File: src/rtl/dmem_stall_adapter.sv
// Bridges the M-stage single-cycle dmem port to a val/rdy request and val-only
// response memory, stalling the pipeline until the response has been captured.
module dmem_stall_adapter #(
  parameter int unsigned TIMEOUT = 255,
  parameter int unsigned CW      = 8
) (
  input  logic        clk,
  input  logic        rst,
  input  logic        dmemreq_val,
  input  logic        dmemreq_type,
  input  logic [31:0] dmemreq_addr,
  input  logic [31:0] dmemreq_wdata,
  output logic [31:0] dmemresp_rdata,
  output logic        stall,
  output logic        memreq_val,
  input  logic        memreq_rdy,
  output logic        memreq_type,
  output logic [31:0] memreq_addr,
  output logic [31:0] memreq_wdata,
  input  logic        memresp_val,
  input  logic [31:0] memresp_rdata,
  output logic        err
);

  typedef enum logic [1:0] {
    S_IDLE = 2'd0,
    S_REQ  = 2'd1,
    S_WAIT = 2'd2,
    S_DONE = 2'd3
  } state_t;

  localparam bit            TIMEOUT_EN = (TIMEOUT != 0);
  localparam int unsigned   TO_LAST_I  = (TIMEOUT == 0) ? 0 : TIMEOUT - 1;
  localparam logic [CW-1:0] TO_LAST    = CW'(TO_LAST_I);

  state_t        state_q, state_d;
  logic          type_q,  type_d;
  logic [31:0]   addr_q,  addr_d;
  logic [31:0]   wdata_q, wdata_d;
  logic [31:0]   rdata_q, rdata_d;
  logic [CW-1:0] cnt_q,   cnt_d;
  logic          err_q,   err_d;

  always_comb begin
    state_d        = state_q;
    type_d         = type_q;
    addr_d         = addr_q;
    wdata_d        = wdata_q;
    rdata_d        = rdata_q;
    cnt_d          = cnt_q;
    err_d          = err_q;
    stall          = 1'b0;
    memreq_val     = 1'b0;
    dmemresp_rdata = 32'd0;

    case (state_q)
      S_IDLE: begin
        if (dmemreq_val) begin
          type_d  = dmemreq_type;
          addr_d  = dmemreq_addr;
          wdata_d = dmemreq_wdata;
          state_d = S_REQ;
          // A request presented while reset is held is not accepted, so no stall.
          stall   = ~rst;
        end
      end

      S_REQ: begin
        memreq_val = 1'b1;
        stall      = 1'b1;
        if (memreq_rdy) begin
          cnt_d   = '0;
          state_d = S_WAIT;
        end
      end

      S_WAIT: begin
        stall = 1'b1;
        if (memresp_val) begin
          rdata_d = type_q ? 32'd0 : memresp_rdata;
          state_d = S_DONE;
        end else begin
          cnt_d = cnt_q + CW'(1);
          if (TIMEOUT_EN && (cnt_q == TO_LAST)) begin
            err_d   = 1'b1;
            rdata_d = 32'd0;
            state_d = S_DONE;
          end
        end
      end

      S_DONE: begin
        // The completing request is still visible on dmemreq_val here; ignore it.
        dmemresp_rdata = rdata_q;
        state_d        = S_IDLE;
      end

      default: state_d = S_IDLE;
    endcase
  end

  always_ff @(posedge clk) begin
    if (rst) begin
      state_q <= S_IDLE;
      type_q  <= 1'b0;
      addr_q  <= 32'd0;
      wdata_q <= 32'd0;
      rdata_q <= 32'd0;
      cnt_q   <= '0;
      err_q   <= 1'b0;
    end else begin
      state_q <= state_d;
      type_q  <= type_d;
      addr_q  <= addr_d;
      wdata_q <= wdata_d;
      rdata_q <= rdata_d;
      cnt_q   <= cnt_d;
      err_q   <= err_d;
    end
  end

  assign memreq_type  = type_q;
  assign memreq_addr  = addr_q;
  assign memreq_wdata = wdata_q;
  assign err          = err_q;

endmodule

File: config.mk
export PLATFORM = sky130hd
export DESIGN_NAME = dmem_stall_adapter
export DESIGN_NICKNAME = d
export VERILOG_FILES = /design/src/rtl/dmem_stall_adapter.sv
export SDC_FILE = /design/constraint.sdc
export NUM_CORES = 1
export LEC_CHECK = 0
export CORE_UTILIZATION = 44
export CTS_CLUSTER_SIZE = 12
export DETAILED_ROUTE_END_ITERATION = 7
export PLACE_DENSITY = 0.86
export SLEW_MARGIN = 30
export SYNTH_ARGS = -nofsm -noshare
export SYNTH_HDL_FRONTEND = slang
export SYNTH_SLANG_ARGS = --single-unit
File: constraint.sdc
create_clock -name clk -period 3.7 [get_ports clk]
set_clock_uncertainty 0.05 [all_clocks]
set_input_delay 0.74 -clock clk [delete_from_list [all_inputs] [get_ports clk]]
set_output_delay 0.74 -clock clk [all_outputs]
set_load 0.01 [all_outputs]
# Yosys cells after proc, flatten, opt, wreduce, memory -nomap -nowiden
# Cells that the tools add are included.
# classes
n_eq_ne	8
reduce_logical	9
add_sub_neg	1
n_bitwise	2
n_mux	15
# ops
op	n
$mux 32	4
$mux 8	2
$pmux 8 s2	1
$reduce_and 3->1	3
$add 8x1->8 const B	1
$eq 8x8->1 const B	1
$mux 2	4
$pmux 2 s4	1
$ne 2x2->1 const B	3
$eq 2x2->1 const B	2
$reduce_and 2->1	2
$reduce_bool 2->1	2
$ne 3x3->1 const B	1
$eq 2x1->1 const B	1
$logic_not 2->1	1
$mux 1	2
$not 1->1	2
$pmux 1 s2	1
$reduce_or 2->1	1
# totals
out_inout_bits	100
reg_bits	108

# Longest topological paths before layout
# logic_depth
depth_word	4
mapped_depth	8
ltp_nobuf	6

# Worst setup path after synthesis
# Ideal clock, no wire load.
# synth_timing
path_type	input to output
start	in rst
end	out stall
arrival_time_ns	1.384
cell_stages	5
slack_ns	1.526
cell_sequence	clkbuf_1 > clkbuf_1 > nor2_1 > nor2_1 > nor2_1
# synth_via
elab_chain_len	3
# synth_lines
element	line	text
start, declared	8	input logic rst,
$not 1->1	64	stall = ~rst;
$mux 1	58	if (dmemreq_val) begin
$pmux 1 s2	56	case (state_q)
end, declared	14	output logic stall,
# Every way passes these cells.

# Final worst setup path
# layout_timing
start	reg state_q[1]
end	out dmemresp_rdata[15]
# layout_via
elab_chain_len	2
# layout_lines
element	line	text
start, declared	36	state_t state_q, state_d;
start signal, assigned	112	state_q <= state_d;
$eq 2x2->1	56	
$mux 32	56	
end, declared	13	output logic [31:0] dmemresp_rdata,
# Every way passes these cells.

==> impl_metrics.ini <==
[die]
die_w_um = 100
initial_utilization_pct = 45.5
dieArea_mm2 = 0.0100
top_level_ports = 202
die_height_um = 100
placementRows = 35
coreArea_mm2 = 0.00928

[power_and_ir_drop]
ir_worst_vdd_mv = 0.322
p_int_w = 0.00216
p_switching_w = 0.00117
power_switching_share_pct = 35.1
clkPwrFrac_pct = 19.5
total_power_w = 0.00333
leakagePower_nw = 2.33
seq_power_share_pct = 43.3
comb_power_share_pct = 37.2
power.density_mw_per_mm2 = 513

[detailed_routing]
routed_wl_um = 12000
drc_errors = 0
initialDrtViolationCount = 154
wl_per_cell_um = 14.1
vias = 4336
avgViaCountPerCell = 5.09
ant_nets = 0
drt_first_pass_iters = 4

[setup_path]
crit_end = dmemresp_rdata[15]
setup.worst_path.end_class = primary output
worst_setup_path_start_kind = flip-flop
reg2reg_setup_slack_ns = 1.41
critical_path_arrival_ns = 2.27
crit_required_ns = 2.91
critPathLaunch = state_q[1]
r2r_end = state_q[1]
cp_max_fo = 32
path_class = reg -> out
r2r-start = state_q[0]
worstRegToRegCells = 6

[synthesis]
synth_area_leaders = dfxtp_1 (51%), nand2_1 (15%), a21oi_1 (12%), and2_1 (4.9%), o21ai_0 (4.4%)
syn_area_per_cell_um2 = 7.80
yosysUniqueCellTypes = 31
ys_warn_count = 0
yosysTopAreaCell = dfxtp_1
synth_top_area_share_pct = 51.1
ys_seq_area_share_pct = 51.1
syn_area_mm2 = 0.00423
syn-num-nets = 652
synthCells = 542
synth-seq-cells = 108

[run]
drv_cap = 0

[finish]
nFillCells = 753
multi_input_comb_area_mm2 = 0.00191
stdcell_count = 852
seqCellArea_mm2 = 0.00216
diodes = 0
final_nets = 828
syn_to_final_growth_pct = 53.4
drive_above_1_share_pct = 3.46
fin_area_mm2 = 0.00648

[outcome]
outcome = finished clean

[grt]
grt_pass1_wl_um = 19000
grt-ovfl-total = 0
grt_usage_pct = 23.6
grt_pass1_vias = 4177
grt_start_max_net_pins = 104
antenna_found_initial = 0

[clock_network]
clkTransAtPathRegs_ns = 0.10
cts_max_level = 3
cts_tree = yes
cts_sinks = 108
clk_path_buf_depth = 2
hold_buffers = 0
clock_latency_ns = 0.35
cts-root-buf = clkbuf_8
cts_setup_buffers = 0
numCtsBuffers = 9
cts-resized-gates = 0

[placement]
gp_congestion = 0.860
dpl.hpwl_um = 8600
placed_cell_area_mm2 = 0.00630
dp_worst_setup_slack_ns = 0.831
portBuffers = 201
placed_cells = 836

[timing]
fin_tns_setup_ns = 0
setup_viol = 0
fin_crit_sh_pct = 82.7
worstMarginPinSlew_ns = 0.933
hold_violations = 0
maxSlewViolCount = 0
max-slew-margin-rel_pct = 37.7
grt_setup_unrepaired = no
worst_slack_ns = 0.641
max_freq_mhz = 327
fin_crit_ns = 3.06

[hold_path]
hold_class = reg -> reg
worstHoldStart = memreq_addr[26]
-- layout by cell type (no fill, tap or decap), types with 2 or more instances in the layout --
cell type and n:
clkinv_4 3, dfxtp_1 108, and4_1 2, o21ai_0 37, buf_4 3, nor4_1 2, ha_1 8, clkbuf_8 9
inv_1 6, xor2_1 2, and2_1 32, nand2_1 166, nor2_1 10, o211ai_1 2, a211oi_1 2, and3_1 2
o2111ai_1 2, a21oi_1 103, clkdlybuf4s50_1 200, or3_1 3, clkinvlp_4 2
-- synthesized netlist by cell type --
cell	n
nand4_1	1
nand2_1	167
nor2b_1	1
and2_1	33
ha_1	8
and3_1	2
or4_1	1
a41oi_1	1
or3_1	3
inv_1	6
dfxtp_1	108
nor2_1	11
mux2_2	1
nand3_1	1
nand2b_1	1
a21oi_1	104
o21ai_0	37
o211ai_1	2
a211oi_1	2
buf_4	1
o21a_1	1
nor4_1	2
buf_1	6
nand3b_1	1
clkbuf_2	1
xor2_1	2
clkbuf_1	32
o2111ai_1	2
or2_0	1
and4_1	2
and3b_1	1
-- sequential cells by signal (all words and copies together) (netlist names) --
signal	cells
memreq_type	1
memreq_addr	32
rdata_q	32
cnt_q	8
memreq_wdata	32
err	1
state_q	2
-- power groups by stage --
stage | sequential (W) | clock, W | combinational [W]
finish | 0.00144 | 0.000648 | 0.00124
CTS | 0.00144 | 0.000669 | 0.00124
detailed placement | 0.00147 | 0 | 0.00123
global placement | 0.00145 | 0 | 0.00120
floorplan | 0.00152 | 0 | 0.000599
global route | 0.00146 | 0.000718 | 0.00136
-- critical path: stages (launching register included) --
cell	delay, ns
dfxtp_1	0.42
ha_1	0.70
and2_1	0.24
clkdlybuf4s50_1	0.54
-- cell type report --
cell class | instances | share of cell area (%)
flip-flops and latches | 108 | 33.3
repair buffers | 205 | 31.7
multi-input cells | 388 | 29.4
well taps | 129 | 2.49
clock buffers | 10 | 1.97
clock inverters | 6 | 0.772
inverters | 6 | 0.347
-- per-layer routing --
metal  wire length, um  part of all wire [%]  track usage (%)  vias up
li1                  -                     -                -     2126
met1              4690                    39             26.7     2007
met2              6010                    50             41.0      170
met3               973                   8.1             7.24       33
met4               361                   3.0             10.8        0
met5                 0                     0                0        -
-- metrics by stage --
stage | util, % | hold WS [ns]
global route | 69.9 | 0.432
global placement | 67.8 | 0.389
finish | 69.9 | 0.406
detailed placement | 67.9 | 0.395
floorplan | - | 0.399
CTS | 69.8 | 0.409
-- kinds of logic after synthesis --
kind of cell	after synthesis	share of synthesized area, %
buffers and inverters	46	4.20
xor gates and xnor gates	2	0.414
and+or+nand+nor	228	23.4
adders and majority gates	8	2.37
AOI/OAI and AO/OA	149	18.2
DFF	108	51.1
muxes	1	0.266
-- worst min-delay path by stage --
| stage | to | slack, ns | cells after the start |
|---|---|---|---|
| 2_1_floorplan | rdata_q[0] | 0.40 | 2 |
| 3_3_place_gp | memreq_addr[5] | 0.39 | 2 |
| 3_5_place_dp | memreq_wdata[9] | 0.40 | 2 |
| 4_1_cts | memreq_wdata[9] | 0.41 | 2 |
| 5_1_grt | memreq_addr[10] | 0.43 | 2 |
| 6_report | memreq_addr[26] | 0.41 | 2 |
Power figures use the tool's default switching activity.
